<file path="src/rtl/aether_register_bank.sv">
// Parametrised config/status register bank: byte-strobed writes, RO constants, W1C status bits,
// shadowed registers with a busy-gated commit handshake, and a registered read port.
module aether_register_bank #(
    parameter int                             NumRegs      = 10,
    parameter int                             DataWidth    = 16,
    parameter int                             AddrWidth    = $clog2(NumRegs),
    parameter logic [NumRegs*DataWidth-1:0]   ResetValues  = '0,
    parameter logic [NumRegs-1:0]             ReadOnlyMask = NumRegs'(2'b11),
    parameter logic [NumRegs-1:0]             ShadowMask   = '0,
    parameter logic [NumRegs*DataWidth-1:0]   W1cMask      = '0
) (
    input  logic                             clk_i,
    input  logic                             rst_i,
    input  logic                             wr_en_i,
    input  logic [AddrWidth-1:0]             wr_addr_i,
    input  logic [DataWidth-1:0]             wr_data_i,
    input  logic [DataWidth/8-1:0]           wr_strb_i,
    output logic                             wr_err_o,
    input  logic                             rd_en_i,
    input  logic [AddrWidth-1:0]             rd_addr_i,
    output logic [DataWidth-1:0]             rd_data_o,
    output logic                             rd_valid_o,
    output logic                             rd_err_o,
    input  logic [NumRegs*DataWidth-1:0]     hw_set_i,
    input  logic                             commit_req_i,
    input  logic                             engine_busy_i,
    output logic                             commit_pending_o,
    output logic                             commit_done_o,
    output logic [NumRegs*DataWidth-1:0]     regs_o
);

    localparam int NumLanes = DataWidth / 8;

    typedef enum logic [1:0] {
        ST_IDLE,
        ST_WAIT,
        ST_COPY
    } state_e;

    state_e state_q, state_d;

    logic [NumRegs-1:0]           wr_sel;
    logic [DataWidth-1:0]         lane_mask;
    logic [NumRegs*DataWidth-1:0] staging_flat;
    logic                         copy_en;

    logic [DataWidth-1:0] rd_data_q, rd_data_d;
    logic                 rd_valid_q, rd_valid_d;
    logic                 rd_err_q, rd_err_d;
    logic                 wr_err_q, wr_err_d;
    logic                 commit_done_q, commit_done_d;

    // Write decode: only in-range, writable addresses select a register.
    always_comb begin
        wr_sel   = '0;
        wr_err_d = 1'b0;
        for (int i = 0; i < NumRegs; i++) begin
            wr_sel[i] = wr_en_i && (wr_addr_i == AddrWidth'(i)) && !ReadOnlyMask[i];
        end
        wr_err_d = wr_en_i && !(|wr_sel);
    end

    always_comb begin
        lane_mask = '0;
        for (int b = 0; b < NumLanes; b++) begin
            lane_mask[b*8 +: 8] = {8{wr_strb_i[b]}};
        end
    end

    assign copy_en = (state_q == ST_COPY);

    for (genvar i = 0; i < NumRegs; i++) begin : g_reg
        localparam logic [DataWidth-1:0] RstVal = ResetValues[i*DataWidth +: DataWidth];
        localparam logic [DataWidth-1:0] W1c    = W1cMask[i*DataWidth +: DataWidth];

        logic [DataWidth-1:0] staging_q, staging_d;
        logic [DataWidth-1:0] sw_mask;
        logic [DataWidth-1:0] sw_clr;

        // A hardware set wins over a same-cycle software clear on W1C bits.
        always_comb begin
            sw_mask   = wr_sel[i] ? lane_mask : '0;
            sw_clr    = sw_mask & wr_data_i;
            staging_d = (~W1c & ((sw_mask & wr_data_i) | (~sw_mask & staging_q)))
                      | (W1c & ((staging_q & ~sw_clr) | hw_set_i[i*DataWidth +: DataWidth]));
            if (ReadOnlyMask[i]) begin
                staging_d = RstVal;
            end
        end

        always_ff @(posedge clk_i or posedge rst_i) begin
            if (rst_i) begin
                staging_q <= RstVal;
            end else begin
                staging_q <= staging_d;
            end
        end

        assign staging_flat[i*DataWidth +: DataWidth] = staging_q;

        if (ShadowMask[i] && !ReadOnlyMask[i]) begin : g_shadow
            logic [DataWidth-1:0] active_q, active_d;

            // W1C bits follow staging on the same edge so the engine sees status immediately.
            always_comb begin
                active_d = ((copy_en ? staging_q : active_q) & ~W1c) | (staging_d & W1c);
            end

            always_ff @(posedge clk_i or posedge rst_i) begin
                if (rst_i) begin
                    active_q <= RstVal;
                end else begin
                    active_q <= active_d;
                end
            end

            assign regs_o[i*DataWidth +: DataWidth] = active_q;
        end else begin : g_direct
            assign regs_o[i*DataWidth +: DataWidth] = staging_q;
        end
    end

    // Read port samples staging before this edge's write lands, so same-cycle RW returns old data.
    always_comb begin
        rd_data_d  = rd_data_q;
        rd_valid_d = rd_en_i;
        rd_err_d   = 1'b0;
        if (rd_en_i) begin
            rd_data_d = '0;
            rd_err_d  = 1'b1;
            for (int i = 0; i < NumRegs; i++) begin
                if (rd_addr_i == AddrWidth'(i)) begin
                    rd_data_d = staging_flat[i*DataWidth +: DataWidth];
                    rd_err_d  = 1'b0;
                end
            end
        end
    end

    always_comb begin
        state_d       = state_q;
        commit_done_d = copy_en;
        unique case (state_q)
            ST_IDLE: begin
                if (commit_req_i) begin
                    state_d = engine_busy_i ? ST_WAIT : ST_COPY;
                end
            end
            ST_WAIT: begin
                if (!engine_busy_i) begin
                    state_d = ST_COPY;
                end
            end
            ST_COPY: begin
                state_d = ST_IDLE;
            end
            default: begin
                state_d = ST_IDLE;
            end
        endcase
    end

    always_ff @(posedge clk_i or posedge rst_i) begin
        if (rst_i) begin
            state_q       <= ST_IDLE;
            rd_data_q     <= '0;
            rd_valid_q    <= 1'b0;
            rd_err_q      <= 1'b0;
            wr_err_q      <= 1'b0;
            commit_done_q <= 1'b0;
        end else begin
            state_q       <= state_d;
            rd_data_q     <= rd_data_d;
            rd_valid_q    <= rd_valid_d;
            rd_err_q      <= rd_err_d;
            wr_err_q      <= wr_err_d;
            commit_done_q <= commit_done_d;
        end
    end

    assign rd_data_o        = rd_data_q;
    assign rd_valid_o       = rd_valid_q;
    assign rd_err_o         = rd_err_q;
    assign wr_err_o         = wr_err_q;
    assign commit_done_o    = commit_done_q;
    assign commit_pending_o = (state_q != ST_IDLE);

endmodule

</file>
<file path="config.mk">
export PLATFORM = sky130hd
export DESIGN_NAME = aether_register_bank
export DESIGN_NICKNAME = d
export VERILOG_FILES = /design/src/rtl/aether_register_bank.sv
export SDC_FILE = /design/constraint.sdc
export NUM_CORES = 1
export LEC_CHECK = 0
export ABC_AREA = 1
export ABC_CLOCK_PERIOD_IN_PS = 15100
export CORE_AREA = 2 2 143 145
export CTS_CLUSTER_SIZE = 25
export DETAILED_ROUTE_END_ITERATION = 10
export DIE_AREA = 0 0 145 147
export HOLD_SLACK_MARGIN = 0.05
export PLACE_DENSITY = 0.76
export SLEW_MARGIN = 20
export SYNTH_ARGS = -nofsm -noshare
export SYNTH_HDL_FRONTEND = slang
export SYNTH_SLANG_ARGS = --single-unit
</file>
<file path="constraint.sdc">
create_clock -name clk_i -period 15.1 [get_ports clk_i]
set_clock_uncertainty 0.05 [all_clocks]
set_input_delay 2.265 -clock clk_i [delete_from_list [all_inputs] [get_ports clk_i]]
set_output_delay 2.265 -clock clk_i [all_outputs]
set_load 0.01 [all_outputs]
</file>
### Word level (Yosys, flattened, before mapping)

Cells that the tools add are included.

* input bits: 192
* bits in registers: 150
* output and inout bits: 181
* logic and storage cells: 113

* reduce and logical (&&, ||, !) cells: 15
* equality and inequality tests: 21
* mux-type cells: 31
* bitwise logic cells: 32

Operators by type and width (number)
* $and 16x16->16: 16
* $mux 16: 16
* $not 16->16: 8
* $or 16x16->16: 8
* $eq 4x3->1 const B: 8
* $eq 4x2->1 const B: 4
* $eq 4x4->1 const B: 4
* $mux 1: 11
* $logic_and 1x1->1: 9
* $reduce_or 8->1: 1
* $mux 2: 3
* $eq 4x1->1 const B: 1
* $logic_not 4->1: 1
* $ne 2x2->1 const B: 2
* $pmux 2 s2: 1
* $eq 2x1->1 const B: 1
* $eq 2x2->1 const B: 1
* $logic_not 2->1: 1
* $reduce_and 2->1: 1
* $reduce_bool 2->1: 1
* $logic_not 1->1: 1

### Longest topological paths before layout

Gate-level depths: netlist of the first run.

* word-level depth: 12
* gate-level depth with buffers: 9
* mapped depth without buffers: 8

### Worst setup path after synthesis of the first run

Ideal clock, no wire load.

* kind: input to register
* from: in wr_addr_i[1]
* to: reg (tool-made name)
* library setup time: 119 ps
* cell stages on the path: 8
* path buffers: 1
* arrival time: 3097 ps
* slack: 11834 ps
* required time: 14931 ps
* cell sequence: inv_1 -> nand3_1 -> nor2_1 -> inv_2 -> nor2_2 -> buf_2 -> nand2_1 -> o21a_1

RTL lines
* start, declared: line 15 `input logic [AddrWidth-1:0] wr_addr_i,`

### Worst setup path after layout of the first run

* from: in rd_addr_i[0]
* to: reg rd_data_q[10], in the netlist rd_data_o[10]

* word-level cells in the longest chain between the ends: 9
* elaborated cells on any way between the ends: 16
* classes of those cells: 8 x eq/ne; 8 x mux

Ends and longest elaborated chain
* start, declared: line 20 `input logic [AddrWidth-1:0] rd_addr_i,`
* $eq 4x2->1: line 132 `if (rd_addr_i == AddrWidth'(i)) begin`
* $mux 16 (7 in series): line 132
* $mux 16 *: line 132
* end signal, assigned: line 173 `rd_data_q <= rd_data_d;`
* end, declared: line 47 `logic [DataWidth-1:0] rd_data_q, rd_data_d;`

Mark *: on every way between the ends. The rest lies on a longest branch, timed or not.
A chain may end at the register's enable or synchronous reset.

==> results.json, run 1 <==
{
  "status": "complete, no violations",
  "synth_top_area_share": 0.537,
  "multi_input_comb_area_um2": 2710,
  "ir_worst_vdd_v": 0.0000775,
  "ctsHoldBuffers": 0,
  "crit_buf_inv": 2,
  "antenna_cells": 0,
  "dp_hpwl_mm": 15.5,
  "synth_async_sr_flop_share": 1.00,
  "clock-sinks": 150,
  "drv_slew": 0,
  "path_class": "input pin to flip-flop",
  "grt_pass1_vias": 5430,
  "grt_overflow": 0,
  "die-area_um2": 21300,
  "min_period_over_period": 0.282,
  "drive_gt1_frac": 0.0725,
  "final-seq-area_um2": 3750,
  "yosysWarnings": 0,
  "holdWs_ps": 389,
  "drc": 0,
  "root_buffer": "clkbuf_16",
  "ios": 373,
  "synth_top_cell_by_area": "dfrtp_1",
  "final.fill_count": 1835,
  "max_freq_mhz": 235,
  "wl_met2_mm": 8.45,
  "drv_cap": 0,
  "cp.arrival_ps": 4570,
  "setup_viol": 0,
  "wl_met1_mm": 10.8,
  "crit_family": "simple AND/OR/NAND/NOR gates",
  "htree_levels": 4,
  "worstPathRequired_ps": 15410,
  "fp.dieH_um": 147,
  "timing.final.hold_violations": 0,
  "highest-signal-layer": "met4",
  "yosys_most_used_dff": "dfrtp_1",
  "final_nets": 1172,
  "path_clk_slew_ps": 60,
  "clkLatencyLatePin_ps": 420,
  "synthToLayoutAreaGrowth_pct": 35.2,
  "core_um2": 19800,
  "start_kind": "input pin",
  "grt_pass1_wl_mm": 32.5,
  "worstMarginPinSlew_ps": 853,
  "drt_pass1_iterations": 5,
  "route.met3.wl_mm": 1.52,
  "grt_usage": 0.198,
  "ys_top_cells_by_area": "dfrtp_1, nand2_1, nand3_1, o21a_1, o21ai_0",
  "fin_setup_tns_ps": 0,
  "cp_max_fo": 17,
  "min_period_ps": 4260,
  "wire_per_inst_um": 16.8,
  "ys_top_cells_by_count": "nand2_1, dfrtp_1, nand3_1",
  "die_x_um": 145,
  "routed_via_density": 4.80,
  "yosysSeqAreaShare": 0.537,
  "initial_core_util": 0.352,
  "grt_max_degree": 79,
  "postCtsSetupRepairBufs": 0,
  "grt_setup_unrepaired": "no",
  "crit_path_end_kind": "flip-flop",
  "p_total_mw": 1.31,
  "cp_slowest_stage_delay_ps": 720,
  "slowest_stage": "nor2_2",
  "synth-edff-count": 0,
  "cp_common_cell": "nand2_1",
  "drtAntennaViolNets": 0,
  "antenna_found_initial": 0,
  "drt_iter0_markers": 400,
  "tritoncts": "yes",
  "syn_avg_cell_area_um2": 8.62,
  "vias": 6062,
  "p_leak_nw": 4.18,
  "cts_buffers": 17,
  "power_density_nw_per_um2": 139,
  "syn_area_um2": 6990,
  "routed_wl_mm": 21.2,
  "clockBufferDepth": 2,
  "slew_headroom": 0.429,
  "syn-instance-count": 811,
  "cts_resized": 0,
  "hold_class": "flip-flop to flip-flop",
  "port_buffers": 180,
  "crit_chain": "clkdlybuf4s50_1 -> nor2_2 -> nand2_1 -> inv_2 -> a21oi_1 -> nand4_1 -> nand2_1 -> nand2_1",
  "synth-seq-cells": 150,
  "synth_cell_type_count": 28,
  "routabilityCongestion": 0.815,
  "synth.most_common_cell": "nand2_1",
  "rows": 52
}
## report_power, final
| part | internal (mW) | switching [mW] |
|---|---|---|
| clock | 0.247 | 0.175 |
| sequential | 0.481 | 0.0736 |
| combinational | 0.186 | 0.148 |
| total | 0.913 | 0.397 |
## path summary, 6_finish.rpt
kind / slack, ps / startpoint / end / cells past startpoint
worst min register to register: 390 / state_q[0]$_DFFE_PP0P_ / commit_done_o$_DFF_PP0_ / 1
worst max register to register: 13720 / flip-flop / rd_data_o[10]$_DFFE_PP0P_ / 6
max in group asynchronous: 11540 / rst_i / async pin / 3
min in group asynchronous: 2270 / rst_i / rd_data_o[1]$_DFFE_PP0P_ / 2
worst min-delay path: 390 / state_q[0]$_DFFE_PP0P_ / commit_done_o$_DFF_PP0_ / 1
worst max-delay path: 10840 / rd_addr_i[0] / rd_data_o[10]$_DFFE_PP0P_ / 8
## final cells by class
class                      count  area share
timing repair buffer         182       0.193
inverter                      66      0.0269
clock inverter                12      0.0136
clock buffer                  20      0.0472
multi-input combinational    563       0.287
sequential                   150       0.397
tap                          270      0.0357
## cell families (layout without fill, tap and decap cells)
kind of cell,after synthesis,count (layout),share of synthesized area
simple gates,370,370,0.232
compound gates,161,161,0.137
flops,150,150,0.537
buf+inv,129,280,0.0930
other cells,1,32,0.000536
## metrics by stage
step | cell area (µm²) | utilization | worst slack, ps | std cells
CTS | 9450 | 0.476 | 10900 | 1263
global placement | 8870 | 0.447 | 10490 | 1231
detailed placement | 8870 | 0.447 | 10480 | 1231
global route | 9450 | 0.476 | 10750 | 1263
floorplan | 7110 | - | 8750 | 842
finish | 9450 | 0.476 | 10840 | 1263
## per-layer routing
metal,up-vias,track usage
met5,-,0
met4,0,0.0718
met3,24,0.0453
met2,262,0.267
met1,2851,0.308
li1,2925,-
## placed cells by master (no fill, tap or decap), types with 2 or more instances in the layout
cell / count
nor2_1: 40
clkbuf_16: 17
a21oi_2: 9
o21a_1: 48
nor2_4: 6
nand2_1: 219
nand2_2: 3
nor3_1: 3
nand4_1: 16
o21ai_1: 31
nand3_1: 72
nor2_2: 7
bufinv_16: 2
dfrtp_1: 150
clkinvlp_4: 6
inv_6: 2
clkinv_2: 4
clkbuf_1: 2
clkdlybuf4s50_1: 180
inv_2: 9
o21ai_0: 65
conb_1: 32
inv_1: 54
a21oi_1: 8
Note: power is estimated with default switching activity, not from simulation.
==> run 2, diff against run 1 <==
--- a/config.mk
+++ b/config.mk
@@ -6,13 +6,13 @@
 export NUM_CORES = 1
 export LEC_CHECK = 0
 export ABC_AREA = 1
-export ABC_CLOCK_PERIOD_IN_PS = 15100
+export ABC_CLOCK_PERIOD_IN_PS = 3750
 export CORE_AREA = 2 2 143 145
 export CTS_CLUSTER_SIZE = 25
 export DETAILED_ROUTE_END_ITERATION = 10
 export DIE_AREA = 0 0 145 147
 export HOLD_SLACK_MARGIN = 0.05
-export PLACE_DENSITY = 0.76
+export PLACE_DENSITY = 0.79
 export SLEW_MARGIN = 20
 export SYNTH_ARGS = -nofsm -noshare
 export SYNTH_HDL_FRONTEND = slang
==> constraint.sdc (replaced) <==
create_clock -name clk_i -period 3.75 [get_ports clk_i]
set_clock_uncertainty 0.05 [all_clocks]
set_input_delay 0.5625 -clock clk_i [delete_from_list [all_inputs] [get_ports clk_i]]
set_output_delay 0.5625 -clock clk_i [all_outputs]
set_load 0.01 [all_outputs]
==> run 2 against run 1 <==
Routed wire length increased by 2.0%. Core utilization increased by 0.46 points. Sequential share of layout area decreased by 0.38 points. Largest cell class unchanged. Count of clock-buffer cells in the layout increased by 3. Sequential cell count unchanged. Sequential power increased to 4.0 times the previous value. Critical path depth unchanged. Via count increased by 3.5%. Die area unchanged. Register-to-register slack got worse by 11000 ps. Global-route usage increased by 0.64 points.
==> results.json, run 2 (synthesis results as in run 1) <==
{
  "drv_slew": 0,
  "vias": 6277,
  "path_class": "input pin to flip-flop",
  "min_period_ps": 2560,
  "clock-sinks": 150,
  "status": "complete, no violations",
  "root_buffer": "clkbuf_16",
  "p_seq_frac": 0.412,
  "ir_worst_vdd_v": 0.000312,
  "p_sw_mw": 1.57,
  "grt_overflow": 0,
  "cp_slowest_stage_delay_ps": 720,
  "drt_iter0_markers": 394,
  "core_um2": 19800,
  "antenna_found_initial": 0,
  "fin_setup_tns_ps": 0,
  "slew_headroom": 0.437,
  "r2r_setup_slack_ps": 2390,
  "drive_gt1_frac": 0.0734,
  "internal_power_mw": 3.85,
  "ctsHoldBuffers": 0,
  "rows": 52,
  "slowest_stage": "nor2_2",
  "setup_viol": 0,
  "clkLatencyLatePin_ps": 430,
  "tritoncts": "yes",
  "min_period_over_period": 0.683,
  "drc": 0,
  "pwr-share-clk": 0.338,
  "crit_end": "rd_data_o[0]$_DFFE_PP0P_",
  "clockBufferDepth": 2,
  "postCtsSetupRepairBufs": 0,
  "htree_levels": 4,
  "hold_class": "flip-flop to flip-flop",
  "cp_max_fo": 17,
  "fp.dieH_um": 147,
  "dp_hpwl_mm": 16.0,
  "routed_wl_mm": 21.6,
  "crit_chain": "clkdlybuf4s50_1 -> nor2_2 -> nand2_1 -> inv_2 -> a21oi_2 -> nand4_1 -> nand2_1 -> nand2_1",
  "final_nets": 1175,
  "final_common_cell": "nand2_1",
  "final.fill_count": 1867,
  "p_leak_nw": 4.24,
  "path_clk_slew_ps": 60,
  "reg2reg_to": "rd_data_o[14]$_DFFE_PP0P_",
  "worstPathRequired_ps": 4070,
  "cp.arrival_ps": 2880,
  "reg2reg_depth": 6,
  "grt_pass1_vias": 5713,
  "synthToLayoutAreaGrowth_pct": 36.5,
  "cts_resized": 0,
  "ios": 373,
  "max_freq_mhz": 391,
  "grt_usage": 0.205,
  "port_buffers": 180,
  "grt_setup_unrepaired": "no",
  "holdWs_ps": 395,
  "grt_pass1_wl_mm": 33.3,
  "antenna_cells": 0,
  "die-area_um2": 21300,
  "wire_per_inst_um": 17.1,
  "crit_path_end_kind": "flip-flop",
  "crit_path_start": "rd_addr_i[0]",
  "routed_via_density": 4.96,
  "fin_util": 0.481,
  "dp.cells": 1234,
  "cts_buffers": 17,
  "initial_core_util": 0.352,
  "drt_pass1_iterations": 5,
  "drv_cap": 0,
  "worstMarginPinSlew_ps": 843,
  "crit_buf_inv": 2,
  "p_comb_frac": 0.250,
  "cp_common_cell": "nand2_1",
  "final_cell_mix": "nand2_1, clkdlybuf4s50_1, dfrtp_1, nand3_1, o21ai_0",
  "swShare": 0.289,
  "path_depth": 8,
  "die_x_um": 145,
  "timing.final.hold_violations": 0,
  "crit_family": "simple AND/OR/NAND/NOR gates",
  "final-instance-count-excl-fill": 1265,
  "power_density_nw_per_um2": 568,
  "start_kind": "input pin",
  "grt_max_degree": 50,
  "routabilityCongestion": 0.922,
  "drtAntennaViolNets": 0
}
[run 2: cell types whose count changed in the layout (fill, tap and decap cells not counted), moves of 2 or more]
cell	before	now
clkbuf_8	1	3
buf_12	0	2
buf_4	1	3
clkinvlp_4	6	2
bufinv_16	2	4
inv_6	2	0
[run 2: worst reg2reg max path, stage by stage (launching register included)]
cell	delay (ps)
dfrtp_1	420
nand3_1	110
nand3_1	100
nor2_1	260
nand4_1	160
nand2_1	110
nand2_1	50
[run 2: worst min-delay path by stage]
stage                     depth (start not counted)                       to  slack [ps]              startpoint
after global placement                            1  commit_done_o$_DFF_PP0_         370  state_q[0]$_DFFE_PP0P_
after CTS                                         1  commit_done_o$_DFF_PP0_         400  state_q[0]$_DFFE_PP0P_
after floorplan                                   1  commit_done_o$_DFF_PP0_         370  state_q[0]$_DFFE_PP0P_
final                                             1   state_q[1]$_DFFE_PP0P_         390  state_q[1]$_DFFE_PP0P_
after global routing                              1  commit_done_o$_DFF_PP0_         430  state_q[0]$_DFFE_PP0P_
after detailed placement                          1  commit_done_o$_DFF_PP0_         390  state_q[0]$_DFFE_PP0P_
[run 2: metrics by stage]
stage / power, mW / setup slack, ps / area [µm²]
CTS: 5.45 / 1210 / 9540
detailed placement: 3.61 / 786 / 8920
finish: 5.42 / 1190 / 9550
global route: 5.66 / 1060 / 9550
floorplan: 2.75 / 1250 / 7110
global placement: 3.57 / 830 / 8920
[run 2: final cells by class]
| type | instances | area [µm²] | share of cell area |
|---|---|---|---|
| timing repair buffer | 185 | 1860 | 0.195 |
| multi-input combinational | 563 | 2710 | 0.284 |
| clock inverter | 8 | 146 | 0.0153 |
| inverter | 66 | 253 | 0.0265 |
| tap | 270 | 338 | 0.0354 |
| clock buffer | 23 | 478 | 0.0501 |
| sequential | 150 | 3750 | 0.393 |
[run 2: power groups by stage]
stage / clock, mW / sequential (mW) / combinational [mW]
4_1_cts: 1.86 / 2.22 / 1.37
3_3_place_gp: 0 / 2.24 / 1.33
5_1_grt: 1.92 / 2.27 / 1.46
6_report: 1.83 / 2.23 / 1.35
3_5_place_dp: 0 / 2.25 / 1.36
2_1_floorplan: 0 / 2.33 / 0.422
[run 2: routing by layer]
metal	part of all wire	global-route usage	routed length [µm]
met2	0.40	0.285	8680
met5	0	0	0
met1	0.50	0.316	10800
met3	0.080	0.0432	1740
met4	0.020	0.0673	442
==> run 3, diff against run 2 <==
--- a/config.mk
+++ b/config.mk
@@ -6,7 +6,7 @@
 export NUM_CORES = 1
 export LEC_CHECK = 0
 export ABC_AREA = 1
-export ABC_CLOCK_PERIOD_IN_PS = 3750
+export ABC_CLOCK_PERIOD_IN_PS = 2200
 export CORE_AREA = 2 2 143 145
 export CTS_CLUSTER_SIZE = 25
 export DETAILED_ROUTE_END_ITERATION = 10
==> constraint.sdc (replaced) <==
create_clock -name clk_i -period 2.2 [get_ports clk_i]
set_clock_uncertainty 0.05 [all_clocks]
set_input_delay 0.33 -clock clk_i [delete_from_list [all_inputs] [get_ports clk_i]]
set_output_delay 0.33 -clock clk_i [all_outputs]
set_load 0.01 [all_outputs]
==> run 3 against run 2 <==
Via count is 1.7% higher. Sequential share of layout area is 0.95 points lower. Largest power group unchanged. Worst setup slack got worse by 940 ps. Sequential cell count did not move. Largest cell class unchanged.
==> results.json, run 3 (synthesis results as in run 1) <==
{
  "drc": 0,
  "cts_buffers": 17,
  "slew_headroom": 0.572,
  "p_seq_frac": 0.420,
  "path_clk_slew_ps": 60,
  "worstMarginPinSlew_ps": 640,
  "clock-sinks": 150,
  "fp.dieH_um": 147,
  "drv_slew": 0,
  "status": "complete, no violations",
  "swShare": 0.300,
  "ctsHoldBuffers": 0,
  "antenna_cells": 0,
  "p_leak_nw": 4.38,
  "min_period_over_period": 0.889,
  "start_kind": "flip-flop",
  "power_density_nw_per_um2": 927,
  "fin_setup_tns_ps": 0,
  "grt_setup_unrepaired": "no",
  "cts_resized": 0,
  "clockBufferDepth": 2,
  "min_period_ps": 1950,
  "drtAntennaViolNets": 0,
  "drt_iter0_markers": 428,
  "initial_core_util": 0.352,
  "tritoncts": "yes",
  "synthToLayoutAreaGrowth_pct": 39.9,
  "ios": 373,
  "cp.arrival_ps": 1570,
  "timing.final.hold_violations": 0,
  "routed_via_density": 4.92,
  "root_buffer": "clkbuf_16",
  "antenna_found_initial": 0,
  "drv_cap": 0,
  "grt_usage": 0.203,
  "port_buffers": 180,
  "drive_gt1_frac": 0.101,
  "final.fill_count": 1805,
  "postCtsSetupRepairBufs": 0,
  "drt_pass1_iterations": 4,
  "routabilityCongestion": 0.886,
  "max_freq_mhz": 512,
  "dp_hpwl_mm": 16.2,
  "grt_overflow": 0,
  "final_common_cell": "nand2_1",
  "cp_max_fo": 3,
  "die_x_um": 145,
  "setup_viol": 0,
  "hold_class": "input pin to async pin",
  "final_nets": 1205,
  "p_sw_mw": 2.72,
  "grt_pass1_vias": 5796,
  "htree_levels": 4,
  "fin_ws_ps": 245,
  "internal_power_mw": 6.35,
  "rows": 52,
  "wire_per_inst_um": 16.5,
  "fin_util": 0.493,
  "p_comb_frac": 0.258,
  "die-area_um2": 21300,
  "grt_pass1_wl_mm": 33.3,
  "clkLatencyLatePin_ps": 420,
  "path_class": "flip-flop to output pin",
  "crit_path_end_kind": "output pin",
  "ir_worst_vdd_v": 0.000536,
  "routed_wl_mm": 21.4,
  "vias": 6382,
  "core_um2": 19800,
  "worstPathRequired_ps": 1820,
  "grt_max_degree": 53,
  "dp_slack_ps": -280,
  "final_cell_mix": "nand2_1, clkdlybuf4s50_1, dfrtp_1, nand3_1, o21ai_0",
  "pwr-share-clk": 0.322
}
[run 3: changes by cell type in the layout (fill, tap and decap cells not counted), sizes merged]
cell and change:
buf +30, bufinv -2, clkinv +2, inv +2, clkbuf -1
[run 3: power by group through the flow]
stage          clock network, mW  logic [mW]  registers (mW)
2_1_floorplan                  0       0.720            3.97
3_3_place_gp                   0        2.29            3.82
3_5_place_dp                   0        2.34            3.84
4_1_cts                     2.96        2.36            3.80
5_1_grt                     3.10        2.52            3.88
6_report                    2.92        2.34            3.81
[run 3: metal layers]
| metal | share of wire | GRT usage | vias up | wire, µm |
|---|---|---|---|---|
| met5 | 0 | 0 | - | 0 |
| met4 | 0.023 | 0.0733 | 0 | 494 |
| met3 | 0.078 | 0.0453 | 28 | 1680 |
| met2 | 0.41 | 0.280 | 324 | 8680 |
| met1 | 0.49 | 0.309 | 3036 | 10500 |
| li1 | - | - | 2994 | - |
[run 3: area by class of cell]
cell class / count / area, µm² / share of cell area
clock buffers: 22 / 464 / 0.0475
clock inverters: 10 / 121 / 0.0124
inverters: 66 / 253 / 0.0258
multi-input cells: 563 / 2710 / 0.277
flip-flops and latches: 150 / 3750 / 0.384
well taps: 270 / 338 / 0.0345
repair buffers: 215 / 2140 / 0.219
[run 3: worst paths after layout]
| path | from | end | slack (ps) | cells after the start |
|---|---|---|---|---|
| setup / recovery | state_q[0]$_DFFE_PP0P_ | commit_pending_o | 250 | 2 |
| hold / removal | rst_i | rd_data_o[8]$_DFFE_PP0P_ | 180 | 2 |
| setup reg to reg | flip-flop | rd_data_o[11]$_DFFE_PP0P_ | 890 | 6 |
| hold reg to reg | state_q[0]$_DFFE_PP0P_ | commit_done_o$_DFF_PP0_ | 410 | 1 |
| max in group asynchronous | rst_i | async pin | 1240 | 3 |
| min in group clk_i | state_q[0]$_DFFE_PP0P_ | commit_done_o$_DFF_PP0_ | 410 | 1 |
[run 3: worst max-delay path, cell delays in order (launching register included)]
cell and delay [ps]:
dfrtp_1 390, or2_2 290, clkdlybuf4s50_1 470
[run 3: stage by stage]
| step | power [mW] | hold slack (ps) | instances | instance area, µm² |
|---|---|---|---|---|
| after CTS | 9.12 | 167 | 1296 | 9780 |
| after global routing | 9.50 | 166 | 1296 | 9780 |
| after detailed placement | 6.18 | 407 | 1264 | 9190 |
| final | 9.07 | 178 | 1296 | 9780 |
| after global placement | 6.12 | 373 | 1264 | 9190 |
| after floorplan | 4.69 | 311 | 842 | 7110 |
